**config.mk**
```make
export PLATFORM = sky130hd
export DESIGN_NAME = tc_host_drv
export DESIGN_NICKNAME = d
export VERILOG_FILES = /design/src/rtl/tc_host_pkg.sv /design/src/rtl/tc_row_counter.sv /design/src/rtl/tc_host_drv.sv
export SDC_FILE = /design/constraint.sdc
export NUM_CORES = 1
export LEC_CHECK = 0
export BUFFER_PORTS_ARGS = -buffer_cell sky130_fd_sc_hd__buf_2
export CAP_MARGIN = 15
export CORE_ASPECT_RATIO = 0.5
export CORE_MARGIN = 2
export CORE_UTILIZATION = 55
export CTS_BUF_LIST = sky130_fd_sc_hd__clkbuf_8
export CTS_CLUSTER_DIAMETER = 100
export CTS_CLUSTER_SIZE = 40
export DETAILED_ROUTE_END_ITERATION = 16
export PLACE_DENSITY = 0.83
export SKIP_CTS_REPAIR_TIMING = 1
export SYNTH_ARGS = -nofsm -noshare
export SYNTH_HDL_FRONTEND = slang
export SYNTH_SLANG_ARGS = --single-unit
```
**constraint.sdc**
```tcl
create_clock -name clk -period 16 [get_ports clk]
set_clock_uncertainty 0.1 [all_clocks]
set_input_delay 3.2 -clock clk [delete_from_list [all_inputs] [get_ports clk]]
set_output_delay 3.2 -clock clk [all_outputs]
set_load 0.02 [all_outputs]
```
**src/rtl/tc_host_pkg.sv**
```systemverilog
// Shared types and encodings for the tensor-core host driver: driver FSM states,
// controller state codes and load-row type codes.
package tc_host_pkg;

   typedef enum logic [2:0] {
      ST_IDLE   = 3'd0,
      ST_ARM    = 3'd1,
      ST_LOAD_A = 3'd2,
      ST_LOAD_B = 3'd3,
      ST_GO     = 3'd4,
      ST_WAIT   = 3'd5,
      ST_DRAIN  = 3'd6,
      ST_DONE   = 3'd7
   } drv_state_e;

   localparam logic [1:0] TC_IDLE = 2'b00;
   localparam logic [1:0] TC_LOAD = 2'b01;
   localparam logic [1:0] TC_COMP = 2'b10;
   localparam logic [1:0] TC_SEND = 2'b11;

   localparam logic TYPE_A = 1'b0;
   localparam logic TYPE_B = 1'b1;

endpackage

```
**src/rtl/tc_row_counter.sv**
```systemverilog
// Loadable up-counter with a terminal-count flag (count == i_last), used for
// both the load-row count and the result-capture count.
module tc_row_counter #(
   parameter int W = 16
) (
   input  logic         clk,
   input  logic         reset,
   input  logic         i_load,
   input  logic [W-1:0] i_load_val,
   input  logic         i_inc,
   input  logic [W-1:0] i_last,
   output logic [W-1:0] o_count,
   output logic         o_tc
);

   logic [W-1:0] r_count;

   // load has priority over increment
   always_ff @(posedge clk or posedge reset) begin
      if (reset) begin
         r_count <= {W{1'b0}};
      end else if (i_load) begin
         r_count <= i_load_val;
      end else if (i_inc) begin
         r_count <= r_count + W'(1'b1);
      end
   end

   assign o_count = r_count;
   assign o_tc    = (r_count == i_last);

endmodule

```
**src/rtl/tc_host_drv.sv**
```systemverilog
// Host-side driver for the tensor-core controller: sequences A/B rows onto the
// load port and re-presents the result stream as indexed words.
// Optional running result checksum output: define TC_HOST_DRV_CHECKSUM_EN.
module tc_host_drv
   import tc_host_pkg::*;
#(
   parameter int M      = 16,
   parameter int K      = 16,
   parameter int N      = 16,
   parameter int DW_MUL = 8,
   parameter int DW_ADD = 32,
   parameter int DW_ROW = DW_MUL*K,
   parameter int DW_IDX = 16
) (
   input  logic              clk,
   input  logic              reset,
   input  logic              start,
   input  logic              src_valid,
   output logic              src_ready,
   input  logic [DW_ROW-1:0] src_row,
   output logic              tc_enable,
   output logic [DW_ROW-1:0] tc_in_i,
   output logic              tc_in_type,
   output logic              tc_in_state,
   input  logic [1:0]        tc_out_state,
   input  logic              tc_res_strobe,
   input  logic [DW_ADD-1:0] tc_out_i,
   output logic              res_valid,
   output logic [DW_ADD-1:0] res_data,
   output logic [DW_IDX-1:0] res_idx,
   output logic              busy,
`ifdef TC_HOST_DRV_CHECKSUM_EN
   output logic [DW_ADD-1:0] res_checksum,
`endif
   output logic              done
);

   localparam logic [DW_IDX-1:0] LAST_A  = DW_IDX'(M-1);
   localparam logic [DW_IDX-1:0] LAST_B  = DW_IDX'(N-1);
   localparam logic [DW_IDX-1:0] LAST_MN = DW_IDX'(M*N-1);

   drv_state_e        r_state, w_state_nx;
   logic              r_src_ready, r_tc_enable, r_tc_in_type, r_tc_in_state;
   logic [DW_ROW-1:0] r_tc_in_i;
   logic              r_res_valid, r_busy, r_done, r_cap_pend;
   logic [DW_ADD-1:0] r_res_data;
   logic [DW_IDX-1:0] r_res_idx;

   logic              w_accept, w_cap, w_en_nx, w_type_nx, w_ist_nx, w_rdy_nx;
   logic              w_done_nx, w_pend_nx, w_ld_clr, w_ld_tc, w_res_clr, w_res_tc;
   logic [DW_ROW-1:0] w_row_nx;
   logic [DW_IDX-1:0] w_ld_last, w_ld_cnt, w_res_cnt;
   logic              w_unused;

   assign w_accept = src_valid && r_src_ready;
   assign w_cap    = r_cap_pend;
   assign w_unused = ^w_ld_cnt;

   tc_row_counter #(.W(DW_IDX)) u_load_cnt (
      .clk        (clk),
      .reset      (reset),
      .i_load     (w_ld_clr),
      .i_load_val ({DW_IDX{1'b0}}),
      .i_inc      (w_accept),
      .i_last     (w_ld_last),
      .o_count    (w_ld_cnt),
      .o_tc       (w_ld_tc)
   );

   tc_row_counter #(.W(DW_IDX)) u_res_cnt (
      .clk        (clk),
      .reset      (reset),
      .i_load     (w_res_clr),
      .i_load_val ({DW_IDX{1'b0}}),
      .i_inc      (w_cap),
      .i_last     (LAST_MN),
      .o_count    (w_res_cnt),
      .o_tc       (w_res_tc)
   );

   // next state and next value of every registered controller-facing output
   always_comb begin
      w_state_nx = r_state;
      w_en_nx    = 1'b0;
      w_ist_nx   = 1'b0;
      w_row_nx   = r_tc_in_i;
      w_type_nx  = r_tc_in_type;
      w_rdy_nx   = 1'b0;
      w_done_nx  = 1'b0;
      w_pend_nx  = 1'b0;
      w_ld_clr   = 1'b0;
      w_ld_last  = LAST_A;
      w_res_clr  = 1'b0;
      case (r_state)
         ST_IDLE: begin
            if (start && (tc_out_state == TC_IDLE)) begin
               w_state_nx = ST_ARM;
               w_en_nx    = 1'b1;
               w_ist_nx   = 1'b1;
               w_type_nx  = TYPE_A;
               w_row_nx   = {DW_ROW{1'b0}};
            end else begin
               w_state_nx = ST_IDLE;
            end
         end
         ST_ARM: begin
            w_state_nx = ST_LOAD_A;
            w_rdy_nx   = 1'b1;
            w_ld_clr   = 1'b1;
            w_res_clr  = 1'b1;
         end
         ST_LOAD_A, ST_LOAD_B: begin
            w_ld_last = (r_state == ST_LOAD_A) ? LAST_A : LAST_B;
            w_rdy_nx  = 1'b1;
            if (w_accept) begin
               w_en_nx   = 1'b1;
               w_row_nx  = src_row;
               w_type_nx = (r_state == ST_LOAD_A) ? TYPE_A : TYPE_B;
               // ready drops for a cycle on the last row of each matrix
               if (w_ld_tc) begin
                  w_rdy_nx   = 1'b0;
                  w_ld_clr   = 1'b1;
                  w_state_nx = (r_state == ST_LOAD_A) ? ST_LOAD_B : ST_GO;
               end else begin
                  w_rdy_nx   = 1'b1;
               end
            end else begin
               w_en_nx = 1'b0;
            end
         end
         ST_GO: begin
            w_state_nx = ST_WAIT;
            w_en_nx    = 1'b1;
            w_ist_nx   = 1'b1;
            w_row_nx   = {DW_ROW{1'b0}};
         end
         ST_WAIT: begin
            w_en_nx = 1'b1;
            if (tc_res_strobe && (tc_out_state == TC_SEND)) begin
               w_state_nx = ST_DRAIN;
               w_pend_nx  = 1'b1;
            end else begin
               w_state_nx = ST_WAIT;
            end
         end
         ST_DRAIN: begin
            // a pending capture at the terminal count is the last word
            if (r_cap_pend && w_res_tc) begin
               w_state_nx = ST_DONE;
               w_en_nx    = 1'b0;
               w_pend_nx  = 1'b0;
            end else begin
               w_en_nx    = 1'b1;
               w_pend_nx  = tc_res_strobe;
            end
         end
         ST_DONE: begin
            w_state_nx = ST_IDLE;
            w_done_nx  = 1'b1;
         end
         default: begin
            w_state_nx = ST_IDLE;
         end
      endcase
   end

   // state, outputs and result capture registers
   always_ff @(posedge clk or posedge reset) begin
      if (reset) begin
         r_state       <= ST_IDLE;
         r_src_ready   <= 1'b0;
         r_tc_enable   <= 1'b0;
         r_tc_in_i     <= {DW_ROW{1'b0}};
         r_tc_in_type  <= 1'b0;
         r_tc_in_state <= 1'b0;
         r_res_valid   <= 1'b0;
         r_res_data    <= {DW_ADD{1'b0}};
         r_res_idx     <= {DW_IDX{1'b0}};
         r_busy        <= 1'b0;
         r_done        <= 1'b0;
         r_cap_pend    <= 1'b0;
      end else begin
         r_state       <= w_state_nx;
         r_src_ready   <= w_rdy_nx;
         r_tc_enable   <= w_en_nx;
         r_tc_in_i     <= w_row_nx;
         r_tc_in_type  <= w_type_nx;
         r_tc_in_state <= w_ist_nx;
         r_res_valid   <= w_cap;
         r_busy        <= (w_state_nx != ST_IDLE);
         r_done        <= w_done_nx;
         r_cap_pend    <= w_pend_nx;
         if (w_cap) begin
            r_res_data <= tc_out_i;
            r_res_idx  <= w_res_cnt;
         end
      end
   end

`ifdef TC_HOST_DRV_CHECKSUM_EN
   logic [DW_ADD-1:0] r_checksum;

   // wrapping sum of captured words, cleared when a job is armed
   always_ff @(posedge clk or posedge reset) begin
      if (reset) begin
         r_checksum <= {DW_ADD{1'b0}};
      end else if (r_state == ST_ARM) begin
         r_checksum <= {DW_ADD{1'b0}};
      end else if (w_cap) begin
         r_checksum <= r_checksum + tc_out_i;
      end
   end

   assign res_checksum = r_checksum;
`endif

   assign src_ready   = r_src_ready;
   assign tc_enable   = r_tc_enable;
   assign tc_in_i     = r_tc_in_i;
   assign tc_in_type  = r_tc_in_type;
   assign tc_in_state = r_tc_in_state;
   assign res_valid   = r_res_valid;
   assign res_data    = r_res_data;
   assign res_idx     = r_res_idx;
   assign busy        = r_busy;
   assign done        = r_done;

endmodule

```
-- Word-level counts from Yosys, hierarchy flattened
Cells that the tools add are included.
- bits in registers: 219
- logic and storage cells: 77
- $add $sub $neg: 2
- eq/ne operators: 12
- muxes and demuxes: 34
- reduce and logical (&&, ||, !) cells: 15
- operators with widths (cell ; count):
    one-hot mux 128 bit (3 select lines) ; 1
    2-to-1 mux 128 bit ; 2
    2-to-1 mux 16 bit ; 4
    adder 16 x 1 -> 16 bit, second input constant ; 2
    one-hot mux 3 bit (7 select lines) ; 1
    equality test 16 x 4 -> 1 bit, second input constant ; 1
    equality test 16 x 8 -> 1 bit, second input constant ; 1
    2-to-1 mux 1 bit ; 15
    equality test 3 bit, second input constant ; 4
    2-to-1 mux 3 bit ; 4
    one-hot mux 1 bit (2 select lines) ; 5
    equality test 3 x 2 -> 1 bit, second input constant ; 2
    AND reduction 3 bit ; 2
    nonzero test 2 bit ; 3
    nonzero test 3 bit ; 2
    logical AND 1 bit ; 4
    one-hot mux 1 bit (4 select lines) ; 1
    OR reduction 2 bit ; 2
    equality test 3 x 1 -> 1 bit, second input constant ; 1
    logical NOT 3 bit ; 1
    equality test 2 bit, second input constant ; 1
    logical NOT 2 bit ; 1
    2-to-1 mux 2 bit ; 1
    inequality test 2 x 1 -> 1 bit, second input constant ; 1
    inequality test 2 bit, second input constant ; 1

-- Depth between registers and ports, before layout
Gate-level depths: netlist of the first run.
- depth after elaboration: 6
- mapped depth: 7

-- Hierarchy
From an unflattened synthesis of the first run, not the netlist that was laid out.
- cells, all modules: 956
- area, all modules: 9567.9 µm²
- modules (own cells, without submodules) (module ; instances ; cells each ; area each (µm²) ; sequential area each (µm²)):
    tc_host_drv ; 1 ; 709 ; 7395.8 ; 4679.5
    tc_row_counter (u_res_cnt) ; 1 ; 123 ; 1092.3 ; 400.4
    tc_row_counter (u_load_cnt) ; 1 ; 124 ; 1079.8 ; 400.4

-- Least setup slack after synthesis of the first run
Ideal clock, no wire load.
- path type: input port to flip-flop
- start: input tc_out_state[1]
- end: register r_tc_in_i[0], in the netlist tc_in_i[0]
- setup time: 0.130 ns
- arrival time: 4.402 ns
- required time: 15.770 ns
- path slack: 11.368 ns
- stages: 6
- cell sequence: nor3b_1 -> nor2_1 -> o32ai_1 -> clkbuf_1 -> clkbuf_1 -> o21ai_0
- cells in the longest elaborated chain, start to end: 4
- ends and longest elaborated chain (element ; line ; RTL):
    start: declaration ; tc_host_drv.sv:25 ; input logic [1:0] tc_out_state,
    logical NOT 2 bit ; tc_host_drv.sv:96 ; if (start && (tc_out_state == TC_IDLE)) begin
    logical AND 1 bit ; tc_host_drv.sv:96 ;
    inequality test 2 bit (no source line) ; -- ;
    AND reduction 3 bit (no source line) ; -- ;
    end signal: assignment ; tc_host_drv.sv:173 ; r_tc_in_i <= {DW_ROW{1'b0}};
    end signal: assignment ; tc_host_drv.sv:186 ; r_tc_in_i <= w_row_nx;
    end: declaration ; tc_host_drv.sv:44 ; logic [DW_ROW-1:0] r_tc_in_i;
No other way between the ends.
A chain may end at the register's enable or synchronous reset.

-- Worst setup path after layout of the first run
- start: input tc_out_state[1]
- end: register r_tc_in_i[43], in the netlist tc_in_i[43]
Same word-level chain as after synthesis.

==> results of run 1 <==
==> synthesized netlist by cell type (5+ instances only) <==
cell type / n
inv_1: 135
a21oi_1: 14
xnor2_1: 12
nand3_1: 7
dfrtp_1: 219
or4_1: 5
nand2_1: 17
xor2_1: 9
mux2_2: 48
buf_1: 9
nor2_1: 31
or3_1: 5
o21ai_0: 135
nand4b_1: 128
clkbuf_1: 59
nor4_1: 8
nand4_1: 8
==> cell families (layout without fill, tap and decap cells) <==
family | Yosys count | in the layout | share of synthesized area [%]
buffers and inverters | 207 | 503 | 8.14
DFF | 219 | 219 | 57.0
adders and majority gates | 2 | 2 | 0.260
muxes | 49 | 49 | 5.73
AOI/OAI and AO/OA | 168 | 168 | 9.35
and+or+nand+nor | 233 | 233 | 17.6
xor gates and xnor gates | 21 | 21 | 1.91
==> worst register-to-register path, stage by stage, from the launching register on <==
cell     delay (ns)
dfrtp_2        0.39
buf_4          0.77
nor2_1         0.30
o32ai_4        0.28
buf_4          0.54
o21ai_0        0.25
==> area by class of cell <==
type                            count  area [um^2]  area share [%]
Sequential cell                   219         5490            47.1
Multi-Input combinational cell    473         3370            28.9
Timing Repair Buffer              357         1840            15.8
Inverter                          135          514            4.41
Tap cell                          234          293            2.51
Clock buffer                        9          124            1.06
Clock inverter                      2         33.8           0.290
==> state kept, by name, summed over array words and instances, names as in the netlist <==
signal and count:
u_load_cnt.o_count 16, tc_in_type 1, src_ready 1, res_data 32, r_state 3, tc_in_state 1
r_cap_pend 1, tc_in_i 128, done 1, res_valid 1, busy 1, tc_enable 1
u_res_cnt.o_count 16, res_idx 16
==> per-stage QoR <==
stage | instances | setup slack (ns) | instance area (um^2)
finish | 1429 | 11.30 | 11700
global route | 1429 | 11.15 | 11700
CTS | 1427 | 11.33 | 11600
detailed placement | 1416 | 10.75 | 11500
global placement | 1416 | 10.80 | 11500
floorplan | 899 | 6.71 | 9610
==> metal layers <==
metal | track usage (%) | wire (um) | up-vias | part of all wire, %
met5 | 0 | 0 | - | 0
met4 | 7.16 | 698 | 0 | 2.9
met3 | 3.00 | 1040 | 56 | 4.3
met2 | 42.9 | 12000 | 254 | 49
met1 | 34.5 | 10500 | 4008 | 43
li1 | - | - | 3675 | -
==> final timing paths <==
path,start,to,slack [ns],cells after the start
setup / recovery,tc_out_state[1],tc_in_i[43],11.30,6
hold / removal,res_data[6],res_data[6],0.43,1
setup reg to reg,r_state[2],tc_in_i[43],13.20,5
hold reg to reg,res_data[6],res_data[6],0.43,1
max in group asynchronous,reset,tc_in_i[86],11.80,4
min in group asynchronous,reset,res_data[27],2.70,2
==> power breakdown <==
group          internal [uW]  switching (uW)  total [uW]
registers                718             107         826
clock network           56.1             163         219
logic                    237             462         700
==> impl_metrics.ini, run 1 <==
[clock_tree]
insertion_delay_ns = 0.53
clkSinkCount = 219
cts_buffer_depth = 3
cts_buffers = 9
cts-root-buf = clkbuf_8
cts_tree = built
htreeDepth = 1
clk_pin_slew_ns = 0.22

[synth]
yosysWarnings = 0
synth_edf_count = 0
synth_area_leaders = dfrtp_1, nand4b_1, o21ai_0, mux2_2, inv_1
syn_avg_cell_area_um2 = 10.7
yosys.area.top_type = dfrtp_1
synthFlopType = dfrtp_1
synth_area_mm2 = 0.00961
synthesis.nets = 1068
synth-async-reset-ratio_pct = 100
ys_ff_latch = 219
yosysUniqueCellTypes = 47
synth_top_area_share_pct = 57.0
ys_seq_area_share_pct = 57.0
synthCells = 899

[power_and_ir_drop]
peakVddDrop_mv = 0.0852
p_per_area_mw_per_mm2 = 150
finalPower_uw = 1740
power.leakage_uw = 0.00604

[die]
rows = 34
core-area_mm2 = 0.0172
die_w_um = 191
ioPinCount = 350
start_util_pct = 55.8
die_y_um = 97.5
die-area_mm2 = 0.0186

[sta]
tns_ns = 0
holdWs_ns = 0.431
final_hold_viol_count = 0
fmax_mhz = 213
fin_crit_sh_pct = 29.3
slew_headroom_pct = 23.4
finalSetupViolCount = 0
rsz0062_at_grt = no
tightest_slew_ns = 1.15
period_needed_ns = 4.70
slew_viol_final = 0

[critical_path]
worst_ep_arrival_time_ns = 4.96
crit_family = buffers and inverters
cp_slowest_cell = buf_4
path_max_fanout = 75
cp_data_required_time_ns = 16.26
path_cells = buf_2 -> nor3b_1 -> nor2_1 -> o32ai_4 -> buf_4 -> o21ai_0
cpPeakStageDelay_ns = 0.54
critPathCaptureType = register
worstPathBufferInverterCount = 2
crit_type = input port to register
start_kind = input port

[cells_and_area]
fin_util_pct = 67.7
final_common_cell = buf_2
final_net_count = 1364
final_cell_mix = buf_2, dfrtp_1, inv_1, o21ai_0, nand4b_1
area_growth_pct = 21.3
drive_gt1_share_pct = 35.9
antennaDiodeCount = 0
fillerInstances = 1360

[routing]
antenna_left = 0
vias_per_cell = 5.59
num_vias = 7993
post_drt_wl_per_cell_um = 16.9
drt_iter0_markers = 508
dr.pass1.iters = 5
remaining_drc_errors = 0
finalWirelength_um = 24200

[global_routing]
grtUsageTotal_pct = 25.3
antenna_found_initial = 0
grt_pass1_vias = 7699
overflow = 0
grt_max_degree = 143
grt_pass1_wl_um = 38400

[run_status]
status = finished, final reports clean

[place]
portBuffers = 349
place_hpwl_um = 16300
place_congestion = 0.829

[job]
drv_cap = 0

[hold_path]
hp-class = register to register
Note: power is estimated with default switching activity, not from simulation.
==> run 2: changes to the inputs <==
CORE_UTILIZATION = 51   (was 55)
PLACE_DENSITY = 0.78   (was 0.83)
clock period = 4.6 ns   (was 16 ns; I/O delays follow)
==> run 2 against run 1 <==
Compared with the run above: die area rose by 7.6%; critical endpoint is now tc_in_i[22]; clock power rose to 3.5 times the previous value; largest power group unchanged; worst setup slack got worse by 9.6 ns; highest routed layer unchanged; cell count grew 2.1%.
==> impl_metrics.ini, run 2 (synthesis gave the netlist of run 1 again) <==
[run_status]
status = finished, final reports clean

[sta]
period_needed_ns = 2.92
slew_viol_final = 0
final_hold_viol_count = 0
tightest_slew_ns = 1.08
tns_ns = 0
fmax_mhz = 342
slew_headroom_pct = 27.9
fin_crit_sh_pct = 63.6
finalSetupViolCount = 0
rsz0062_at_grt = no

[critical_path]
path_max_fanout = 68
reg2reg_from = r_state[2]
critPathCaptureType = register
rrSetupSlack_ns = 1.68
rr_worst_depth = 4
start_kind = register
reg2reg_to = tc_in_i[22]
cp-startpoint = r_state[2]
cp_data_required_time_ns = 4.89
crit_type = register to register
worst_ep_arrival_time_ns = 3.22
crit_end = tc_in_i[22]

[global_routing]
met1_usage_pct = 31.9
gr-usage-met2_pct = 40.1
antenna_found_initial = 1
grt_pass1_vias = 7378
grt_max_degree = 78
grtUsageTotal_pct = 23.4
use_met3_pct = 3.21
grt_pass1_wl_um = 38100
overflow = 0
grt.busiest_layer = met2

[die]
ioPinCount = 350
core-area_mm2 = 0.0184
die_w_um = 198
die-area_mm2 = 0.0200
die_y_um = 101
start_util_pct = 52.1
rows = 35

[job]
drv_cap = 0

[power_and_ir_drop]
switching_share_pct = 42.1
p_clk_share_pct = 12.7
seq_power_share_pct = 47.4
peakVddDrop_mv = 0.307
p_int_uw = 3530
p_comb_share_pct = 39.9
netSwitchingPower_uw = 2560
p_per_area_mw_per_mm2 = 520
power.leakage_uw = 0.00605

[place]
place_hpwl_um = 17000
portBuffers = 349
place_congestion = 0.801
place_inst = 1446

[cells_and_area]
final_cell_mix = buf_2, dfrtp_1, inv_1
final_net_count = 1367
final_common_cell = buf_2
finalNonFillerCells = 1459
area_growth_pct = 21.8
drive_gt1_share_pct = 36.0
largest_reg_flops = 128

[routing]
num_vias = 7905
drt_iter0_markers = 453
remaining_drc_errors = 0
post_drt_wl_per_cell_um = 16.8
finalWirelength_um = 24500
antenna_left = 0
dr.pass1.iters = 5
vias_per_cell = 5.42

[clock_tree]
cts_tree = built
insertion_delay_ns = 0.53
cts_buffers = 9
htreeDepth = 1
clkSinkCount = 219
cts_buffer_depth = 3
cts-root-buf = clkbuf_8
clk_pin_slew_ns = 0.23

[hold_path]
hp-class = input port to async pin
==> run 2: cell count changes in the layout (fill, tap and decap cells not counted) <==
cell / previous run / this run
buf_12: 1 / 2
buf_16: 1 / 0
buf_4: 6 / 9
clkinvlp_4: 0 / 1
diode_2: 0 / 1
inv_1: 135 / 136
inv_8: 1 / 0
==> run 2: critical path, stage by stage, from the launching register on <==
cell and delay (ns):
dfrtp_2 1.01, nor2_1 0.28, o32ai_4 0.79, buf_4 0.43
o21ai_0 0.14
==> run 2: worst min-delay path by stage <==
stage	end	start	slack [ns]
after floorplan	res_valid	r_cap_pend	0.25
after global placement	res_data[15]	res_data[15]	0.38
after detailed placement	res_idx[11]	res_idx[11]	0.39
after CTS	tc_in_i[1]	reset	0.36
after global routing	tc_in_i[1]	reset	0.38
final	tc_in_i[1]	reset	0.35
==> run 2: per-layer routing <==
layer	part of all wire [%]	routed length (um)
met1	42	10400
met2	51	12600
met3	4.0	984
met4	2.3	568
met5	0	0
==> run 2: cell type report <==
cell class                 instances  area, um^2
fill                            1515        6730
antenna                            1        2.50
multi-input combinational        473        3370
sequential                       219        5490
clock buffer                       9         124
tap                              259         324
timing repair buffer             360        1850
inverter                         135         510
clock inverter                     3        37.5
==> run 2: power groups by stage <==
| stage | registers, uW | clock network (uW) | logic, uW |
|---|---|---|---|
| final | 2890 | 776 | 2430 |
| after global routing | 2960 | 862 | 2640 |
| after CTS | 2880 | 801 | 2440 |
| after detailed placement | 2910 | 0 | 2440 |
| after global placement | 2890 | 0 | 2380 |
| after floorplan | 3540 | 0 | 861 |
==> run 2: per-stage QoR <==
stage	utilization, %	power, uW	hold slack [ns]	instance area, um^2	setup WS (ns)
finish	63.5	6090	0.355	11700	1.68
global route	63.5	6460	0.382	11700	1.40
CTS	63.5	6130	0.355	11700	1.66
detailed placement	62.6	5350	0.391	11500	1.39
global placement	62.6	5280	0.384	11500	1.50
floorplan	-	4400	0.249	9610	0.726
